===== src/rtl/md_pkg.sv =====
// Shared types and constants for the multiply/divide sequencer and its iteration core.
// MDFunc encodings, FSM states and the fixed operation latency live here.
package md_pkg;

   localparam int MD_WIDTH   = 32;
   localparam int MD_LATENCY = MD_WIDTH + 1;

   typedef enum logic [2:0] {
      NOP  = 3'd0,
      MULT = 3'd1,
      DIV  = 3'd2,
      MTHI = 3'd3,
      MTLO = 3'd4
   } md_func_e;

   typedef enum logic [1:0] {
      IDLE  = 2'd0,
      CALC  = 2'd1,
      FIXUP = 2'd2
   } md_state_e;

   // Encodings 5-7 behave as NOP, so only 1..4 count as using the unit.
   function automatic logic md_func_live(input logic [2:0] f);
      return (f >= 3'd1) && (f <= 3'd4);
   endfunction

endpackage


===== src/rtl/md_iter_core.sv =====
// Radix-2 iteration datapath: shift-add multiply or restoring divide on unsigned magnitudes.
// One iteration per step; result is {hi, lo} = product, or {remainder, quotient}.
module md_iter_core
   import md_pkg::*;
#(
   parameter int WIDTH = MD_WIDTH
) (
   input  logic               clk,
   input  logic               rst,
   input  logic               load,
   input  logic               step,
   input  logic               is_div,
   input  logic [WIDTH-1:0]   a_mag,
   input  logic [WIDTH-1:0]   b_mag,
   output logic [2*WIDTH-1:0] result
);

   logic [2*WIDTH-1:0] acc;
   logic [2*WIDTH-1:0] acc_nxt;
   logic [WIDTH-1:0]   opnd;
   logic [WIDTH:0]     mul_sum;
   logic [2*WIDTH:0]   div_shift;
   logic [WIDTH:0]     div_hi;
   logic [WIDTH-1:0]   div_diff;
   logic               div_ge;

   always_comb begin
      mul_sum   = {1'b0, acc[2*WIDTH-1:WIDTH]} + (acc[0] ? {1'b0, opnd} : '0);
      div_shift = {acc, 1'b0};
      div_hi    = div_shift[2*WIDTH:WIDTH];
      div_ge    = div_hi >= {1'b0, opnd};
      // Partial remainder stays below 2*divisor, so the difference fits in WIDTH bits.
      div_diff  = div_hi[WIDTH-1:0] - opnd;
      if (is_div) begin
         acc_nxt = div_ge ? {div_diff, div_shift[WIDTH-1:1], 1'b1}
                          : div_shift[2*WIDTH-1:0];
      end else begin
         acc_nxt = {mul_sum, acc[WIDTH-1:1]};
      end
   end

   always_ff @(posedge clk or negedge rst) begin
      if (!rst) begin
         acc  <= '0;
         opnd <= '0;
      end else if (load) begin
         acc  <= {{WIDTH{1'b0}}, a_mag};
         opnd <= b_mag;
      end else if (step) begin
         acc  <= acc_nxt;
      end
   end

   assign result = acc;

endmodule


===== src/rtl/md_sequencer.sv =====
// Multiply/divide sequencer owning HI/LO: MTHI/MTLO in one cycle, MULT/DIV over WIDTH+1 cycles.
// Requests a pipeline stall while busy if EX needs the unit or HI/LO; flush aborts in-flight work.
module md_sequencer
   import md_pkg::*;
#(
   parameter int WIDTH = MD_WIDTH
) (
   input  logic             clk,
   input  logic             rst,
   input  logic             issue,
   input  logic [2:0]       md_func,
   input  logic             md_sign,
   input  logic [WIDTH-1:0] a,
   input  logic [WIDTH-1:0] b,
   input  logic             hi_read,
   input  logic             lo_read,
   input  logic             abort,
   output logic [WIDTH-1:0] hi,
   output logic [WIDTH-1:0] lo,
   output logic             busy,
   output logic             stall_req
);

   localparam int CW = $clog2(WIDTH);
   localparam logic [CW-1:0] LAST = CW'(WIDTH - 1);

   md_state_e          state;
   md_state_e          state_nxt;
   logic [CW-1:0]      cnt;
   logic [CW-1:0]      cnt_nxt;
   logic [WIDTH-1:0]   hi_q;
   logic [WIDTH-1:0]   lo_q;
   logic [WIDTH-1:0]   hi_nxt;
   logic [WIDTH-1:0]   lo_nxt;
   logic               op_div;
   logic               neg_q;
   logic               neg_r;
   logic               b_zero;
   logic               load;
   logic               step;
   logic [WIDTH-1:0]   a_mag;
   logic [WIDTH-1:0]   b_mag;
   logic [2*WIDTH-1:0] result;
   logic [2*WIDTH-1:0] prod_fix;
   logic [WIDTH-1:0]   quo;
   logic [WIDTH-1:0]   rem;

   assign a_mag = (md_sign && a[WIDTH-1]) ? -a : a;
   assign b_mag = (md_sign && b[WIDTH-1]) ? -b : b;

   md_iter_core #(.WIDTH(WIDTH)) u_core (
      .clk    (clk),
      .rst    (rst),
      .load   (load),
      .step   (step),
      .is_div (op_div),
      .a_mag  (a_mag),
      .b_mag  (b_mag),
      .result (result)
   );

   assign prod_fix = neg_q ? -result : result;
   assign quo      = result[WIDTH-1:0];
   assign rem      = result[2*WIDTH-1:WIDTH];

   always_comb begin
      state_nxt = state;
      cnt_nxt   = cnt;
      hi_nxt    = hi_q;
      lo_nxt    = lo_q;
      load      = 1'b0;
      step      = 1'b0;
      case (state)
         IDLE: begin
            if (issue && !abort) begin
               case (md_func)
                  MTHI: hi_nxt = a;
                  MTLO: lo_nxt = a;
                  MULT, DIV: begin
                     load      = 1'b1;
                     cnt_nxt   = '0;
                     state_nxt = CALC;
                  end
                  default: ;
               endcase
            end
         end
         CALC: begin
            step    = 1'b1;
            cnt_nxt = cnt + 1'b1;
            if (cnt == LAST) state_nxt = FIXUP;
         end
         FIXUP: begin
            state_nxt = IDLE;
            cnt_nxt   = '0;
            if (op_div) begin
               // Restoring divide by zero already leaves |a| as remainder; only LO needs forcing.
               lo_nxt = b_zero ? '1 : (neg_q ? -quo : quo);
               hi_nxt = neg_r ? -rem : rem;
            end else begin
               {hi_nxt, lo_nxt} = prod_fix;
            end
         end
         default: begin
            state_nxt = IDLE;
            cnt_nxt   = '0;
         end
      endcase
      if (abort && state != IDLE) begin
         state_nxt = IDLE;
         cnt_nxt   = '0;
         step      = 1'b0;
         hi_nxt    = hi_q;
         lo_nxt    = lo_q;
      end
   end

   always_ff @(posedge clk or negedge rst) begin
      if (!rst) begin
         state <= IDLE;
         cnt   <= '0;
         hi_q  <= '0;
         lo_q  <= '0;
      end else begin
         state <= state_nxt;
         cnt   <= cnt_nxt;
         hi_q  <= hi_nxt;
         lo_q  <= lo_nxt;
      end
   end

   always_ff @(posedge clk or negedge rst) begin
      if (!rst) begin
         op_div <= 1'b0;
         neg_q  <= 1'b0;
         neg_r  <= 1'b0;
         b_zero <= 1'b0;
      end else if (load) begin
         op_div <= (md_func == DIV);
         neg_q  <= md_sign && (a[WIDTH-1] ^ b[WIDTH-1]);
         neg_r  <= md_sign && a[WIDTH-1];
         b_zero <= (b == '0);
      end
   end

   assign hi        = hi_q;
   assign lo        = lo_q;
   assign busy      = (state != IDLE);
   assign stall_req = busy && issue && (md_func_live(md_func) || hi_read || lo_read);

endmodule


===== config.mk =====
export PLATFORM = sky130hd
export DESIGN_NAME = md_sequencer
export DESIGN_NICKNAME = d
export VERILOG_FILES = /design/src/rtl/md_pkg.sv /design/src/rtl/md_iter_core.sv /design/src/rtl/md_sequencer.sv
export SDC_FILE = /design/constraint.sdc
export NUM_CORES = 1
export LEC_CHECK = 0
export BUFFER_PORTS_ARGS = -buffer_cell sky130_fd_sc_hd__buf_2
export CORE_ASPECT_RATIO = 0.9
export CORE_MARGIN = 2
export CORE_UTILIZATION = 60
export DETAILED_ROUTE_END_ITERATION = 12
export HOLD_SLACK_MARGIN = 0.03
export PLACE_DENSITY = 0.82
export SLEW_MARGIN = 20
export SYNTH_ARGS = -nofsm -noshare
export SYNTH_HDL_FRONTEND = slang
export SYNTH_SLANG_ARGS = --single-unit

===== constraint.sdc =====
create_clock -name clk -period 8.7 [get_ports clk]
set_input_delay 0.435 -clock clk [delete_from_list [all_inputs] [get_ports clk]]
set_output_delay 0.435 -clock clk [all_outputs]
set_load 0.005 [all_outputs]

==> results by group, run 1 <==
Status
  • Status: complete, no violations

Clock network
  • Hold-fix buffer count after cts: 0
  • CTS Buf Count: 17
  • Worst skew pair latency: 450 ps
  • Clk slew on worst S/H paths: 70 ps
  • CTS H-tree depth: 4
  • Clk buf depth: 2
  • CTS tree: done
  • Clock Sinks: 171
  • Root Buffer: clkbuf_16
  • Post-CTS sizing: 0
  • Postcts setup bufs: 0

Synth
  • Mapped Area: 13,990 sq um
  • Top cell type's share of synthesized area: 30.58%
  • Dominant synthesized flop cell: dfrtp_1
  • Ys async rst share: 100.0%
  • Ranking of synthesized cells by area: dfrtp_1 31%, xnor2_1 7.1%, o21ai_0 6.9%
  • Seq cells post-synth: 171
  • Number of synthesized flops with an enable pin: 0
  • Number of distinct library cells after synthesis: 75
  • Most common cell in the netlist: nand2_1
  • Yosys top cell by area: dfrtp_1
  • Post-synthesis sequential area ratio: 30.58%
  • Synth Warn #: 0
  • Synth top cells by count: 245 x nand2_1, 194 x o21ai_0, 171 x dfrtp_1
  • Synthesized Nets: 1,914
  • Gate Count Post-Synth: 1,768
  • Avg Inst Size Synth: 7.915 sq um

Critical path
  • R2R setup slack: 4080 ps
  • Startpoint types: flop
  • Data required, critical path: 9030 ps
  • Slowest stage delay, CP: 870 ps
  • Critical path arrival: 4960 ps
  • CP Buf/Inv Count: 1
  • Cell type of the slowest stage on the worst timing path: clkinv_1
  • Delay-heaviest family, CP: compound AO/OA/AOI/OAI gates
  • Critical-path cell list: clkinv_1, nor2_1, ha_1, and4_1, and2_0, a22o_1, o311ai_0, nand2_1, a31oi_1, o21ai_0, a211o_1, a32o_1
  • Setup CP Type: reg -> reg
  • Max Fanout on Critical Path: 31
  • Critical path capture point type: flop

Final layout
  • Diode count: 0
  • Layout cells sized above 1: 11.71%
  • Layout Cells excl Fill: 2,155
  • Register area: 4280 sq um
  • Area of the multi-input gates: 9159 sq um
  • Filler cells: 2,034
  • Area Growth Syn to Fin: 10.26%
  • Final Net Count: 1,986

STA
  • Final slew viol count: 0
  • RSZ-0062 raised after global routing: false
  • Period utilisation layout: 53.14%
  • Fin. Hold Viols: 0
  • Setup violations, final: 0
  • Setup ws final: 4077 ps
  • F_max: 216.3 MHz
  • Actual slew at the worst max-slew pin: 1139 ps
  • Setup_tns: 0 ps
  • Tmin final: 4623 ps
  • Smallest hold slack: 98.73 ps
  • Max-slew headroom: 24.08%
  • Setup clock skew after layout: 16.25 ps

Global routing
  • Largest net degree at the start of global routing: 94
  • M1 GR Usage: 54.06%
  • Initial antenna violation count: 2
  • Vias in the first global route: 13,240
  • GRT met3 Usage: 9.897%
  • Gr ovfl total: 0
  • GR peak layer: met1
  • First-pass GRT wire length: 71.90 mm
  • Total global-route track usage: 37.59%
  • Met2 Use GR: 53.54%

Die
  • Initial Util: 60.46%
  • Die Span Y: 148.9 um
  • Total die area: 24,560 sq um
  • Chip Width: 165.0 um
  • Cell row count: 53
  • Core Region: 23,140 sq um
  • Ports: 140

Placed design
  • Placer Congestion: 0.9773
  • Setup WS pre-CTS: 4373 ps
  • Hpwl dp: 33.06 mm
  • Placed insts: 2,123
  • Port Buffer Count: 139

Detailed routing
  • DRC violation count after routing: 0
  • Avg WL per Cell: 21.27 um
  • Total number of vias: 14,240
  • Vias per inst: 6.608
  • Pre-Repair DR Iteration Count: 8
  • Drt initial violations: 1,636
  • Final Routed Wirelength: 45.84 mm
  • ANT nets after route: 0

Pwr
  • Maximum VDD drop: 0.1588 mV
  • LEAKAGE: 6.890 nW
  • Final total power: 3.844 mW
  • PwrDens: 249.1 nW/um^2

Flow run
  • Max-cap violations: 0

Worst hold path
  • Worst hold path class: in -> async
## report_power, final
| part | switching [mW] | total (mW) | internal, mW |
|---|---|---|---|
| clock | 0.386 | 0.770 | 0.384 |
| sequential | 0.251 | 1.22 | 0.967 |
| combinational | 1.12 | 1.86 | 0.737 |
| total | 1.76 | 3.84 | 2.09 |
## worst paths after layout
path | end | start | cells after the start
worst max register to register | u_core.result[63] | u_core.result[0] | 12
worst max-delay path | u_core.result[63] | u_core.result[0] | 12
max in group asynchronous | hi[12] | rst | 2
worst min-delay path | u_core.result[44] | rst | 1
worst min register to register | lo[6] | lo[6] | 2
min in group clk | op_div | md_func[0] | 2
## final cells by class
type	count	share of cell area, %
clock inverter	14	0.9325
multi-input combinational	1435	59.36
sequential	171	27.74
clock buffer	18	2.781
inverter	63	1.533
tap	302	2.449
timing repair buffer	152	5.206
## cell usage in the layout (no fill, tap or decap), types with 13 or more instances in the layout
master,n
nand2_1,243
o21ai_0,193
dfrtp_1,170
nor2_1,139
buf_2,138
xnor2_1,113
a21oi_1,111
ha_1,70
xor2_1,62
inv_1,61
mux2i_1,41
o211ai_1,40
nor3_1,39
o31ai_1,29
a21o_1,29
nand3_1,28
o22ai_1,28
a31oi_1,23
o221ai_1,19
clkbuf_16,17
or4_1,15
a211oi_1,15
nor4_1,13
## worst reg2reg max path, stage by stage, from the launching register on
cell and delay [ps]:
dfrtp_1 460, clkinv_1 880, nor2_1 380, ha_1 350, and4_1 270, and2_0 160, a22o_1 220, o311ai_0 570
nand2_1 330, a31oi_1 290, o21ai_0 120, a211o_1 290, a32o_1 210
## cell families (layout without fill, tap and decap cells)
kind of cell | count (synthesis) | after routing | share of synthesized area (%)
buf+inv | 162 | 247 | 4.417
mux | 45 | 45 | 3.255
xor+xnor | 175 | 175 | 10.95
simple gates | 564 | 564 | 18.22
fa+ha+maj | 72 | 72 | 6.545
compound gates | 579 | 579 | 26.03
flops | 171 | 171 | 30.58
## sequential cells by signal, indices dropped and copies added, names as in the netlist
register / flops
b_zero: 1
cnt: 5
hi: 32
lo: 32
neg_q: 1
neg_r: 1
op_div: 1
state: 2
u_core.opnd: 32
u_core.result: 64
## through the flow
step / utilization [%] / instance area [sq um]
2_1_floorplan: - / 13990
3_3_place_gp: 64.17 / 14850
3_5_place_dp: 64.17 / 14850
4_1_cts: 66.64 / 15420
5_1_grt: 66.67 / 15430
6_report: 66.67 / 15430
## layer usage
metal,part of all wire (%),wire [um]
met5,0.028,13
met4,4.0,1852
met1,42,19420
met3,12,5379
met2,42,19170
Note: power is estimated with default switching activity, not from simulation.
==> run 2: changes to the inputs <==
==> constraint.sdc (replaced) <==
create_clock -name clk -period 4.6 [get_ports clk]
set_input_delay 0.23 -clock clk [delete_from_list [all_inputs] [get_ports clk]]
set_output_delay 0.23 -clock clk [all_outputs]
set_load 0.005 [all_outputs]
==> run 2 against run 1 <==
Compared with the run above: register-to-register slack worse by 3500 ps; sequential power up 84%; non-clock buffer count increased by 19; cell count increased by 1.0%; clock power is 91% higher; sequential cell count did not move; combinational power grew 93%; die area unchanged; sequential share of layout area shrank 0.29 points; critical path type unchanged; largest cell class unchanged; highest routed layer is now met4.
==> results by group, run 2 (synthesis results as in run 1) <==
Status
  • Status: complete, no violations

Placed design
  • Placer Congestion: 1.009
  • Port Buffer Count: 139
  • Hpwl dp: 33.85 mm

Detailed routing
  • DR WL met3: 5.352 mm
  • Total number of vias: 14,470
  • Pre-Repair DR Iteration Count: 9
  • Drt initial violations: 1,998
  • Avg WL per Cell: 21.12 um
  • Max Used Layer: met4
  • Vias per inst: 6.646
  • Met1 Routed Length: 19.43 mm
  • Met2 wire len: 19.20 mm
  • ANT nets after route: 0
  • DRC violation count after routing: 0
  • Final Routed Wirelength: 45.97 mm

Critical path
  • Reg2reg start: u_core.result[0]
  • Startpoint types: flop
  • Worst setup startpoint: u_core.result[0]
  • FF-to-FF End: u_core.result[63]
  • Critical path arrival: 4340 ps
  • R2R setup slack: 590 ps
  • Critical path capture point type: flop
  • Max Fanout on Critical Path: 15
  • Data required, critical path: 4930 ps
  • R2R cell count: 12
  • Setup CP Type: reg -> reg

Pwr
  • Final total power: 7.304 mW
  • PwrDens: 468.5 nW/um^2
  • Maximum VDD drop: 0.2343 mV
  • LEAKAGE: 6.991 nW

STA
  • Smallest hold slack: 46.30 ps
  • Tmin final: 4008 ps
  • Max-slew headroom: 28.27%
  • Setup_tns: 0 ps
  • Actual slew at the worst max-slew pin: 1076 ps
  • Period utilisation layout: 87.12%
  • Setup clock skew after layout: 17.05 ps
  • Fin. Hold Viols: 0
  • RSZ-0062 raised after global routing: false
  • Setup violations, final: 0
  • F_max: 249.5 MHz
  • Final slew viol count: 0

Flow run
  • Max-cap violations: 0

Global routing
  • First-pass GRT wire length: 72.61 mm
  • Gr ovfl total: 0
  • Total global-route track usage: 37.83%
  • Initial antenna violation count: 2
  • Vias in the first global route: 13,210
  • Largest net degree at the start of global routing: 108

Final layout
  • Commonest non-fill, non-tap cell in the layout: nand2_1
  • Most frequent cells in the layout: 243 x nand2_1, 193 x o21ai_0, 170 x dfrtp_1
  • Final Net Count: 2,005
  • Area Growth Syn to Fin: 11.41%
  • Layout cells sized above 1: 12.50%
  • Max reg flops: 64
  • Post-layout util: 67.36%

Die
  • Chip Width: 165.0 um
  • Core Region: 23,140 sq um
  • Die Span Y: 148.9 um
  • Cell row count: 53
  • Initial Util: 60.46%
  • Total die area: 24,560 sq um
  • Ports: 140

Clock network
  • Clock Sinks: 171
  • CTS tree: done
  • Root Buffer: clkbuf_16
  • CTS Buf Count: 17
  • CTS H-tree depth: 4
  • Worst skew pair latency: 450 ps
  • Postcts setup bufs: 0
  • Clk buf depth: 2
  • Clk slew on worst S/H paths: 80 ps

Worst hold path
  • Worst hold path class: in -> reg
  • Hold endpoint: op_div
  • Hold_sp: md_func[2]
  • Hold depth: 2
[run 2: metrics by stage]
stage	setup WS [ps]	std cells	area, sq um
2_1_floorplan	1442	1768	13990
3_3_place_gp	853.3	2140	14980
3_5_place_dp	777.7	2140	14980
4_1_cts	715.1	2174	15580
5_1_grt	327.0	2174	15580
6_report	592.3	2177	15590
[run 2: worst max-delay path: stages (launching register included)]
cell	delay (ps)
dfrtp_1	460
inv_1	430
nor2_1	140
ha_1	360
nor2b_1	170
o31ai_1	330
a211oi_1	190
o311ai_0	560
nand2_1	320
a31oi_1	290
o21ai_0	120
a211o_1	300
a32o_1	220
[run 2: worst max path at each step]
stage | to | slack (ps)
2_1_floorplan | u_core.result[63] | 1440
3_3_place_gp | u_core.result[63] | 850
3_5_place_dp | u_core.result[42] | 780
4_1_cts | u_core.result[63] | 720
5_1_grt | u_core.result[63] | 330
6_report | u_core.result[63] | 590
[run 2: per-layer routing]
metal / up-vias / GRT usage (%)
met5: - / 0
met4: 0 / 14.96
met3: 172 / 8.090
met2: 958 / 54.64
met1: 6738 / 55.15
li1: 6601 / -
[run 2: area by class of cell]
cell class	instances	area, sq um
multi-input cells	1435	9150
fillers	1883	7553
flip-flops and latches	171	4280
repair buffers	171	959.7
clock buffers	18	429.2
well taps	302	377.9
inverters	63	236.5
clock inverters	14	148.9
diodes	3	7.507
[run 2: repair_timing]
action                                  CTS  global route
endpoints found under the setup margin    0             0
resized for setup                         0             0
hold endpoints to repair                 65             0
hold buffers                              2             0
[run 2: report_power, final]
part / internal [mW] / total [mW] / switching [mW] / leakage, nW
Combinational: 1.44 / 3.59 / 2.15 / 4.52
Sequential: 1.83 / 2.24 / 0.413 / 2.19
Clock: 0.726 / 1.47 / 0.744 / 0.280
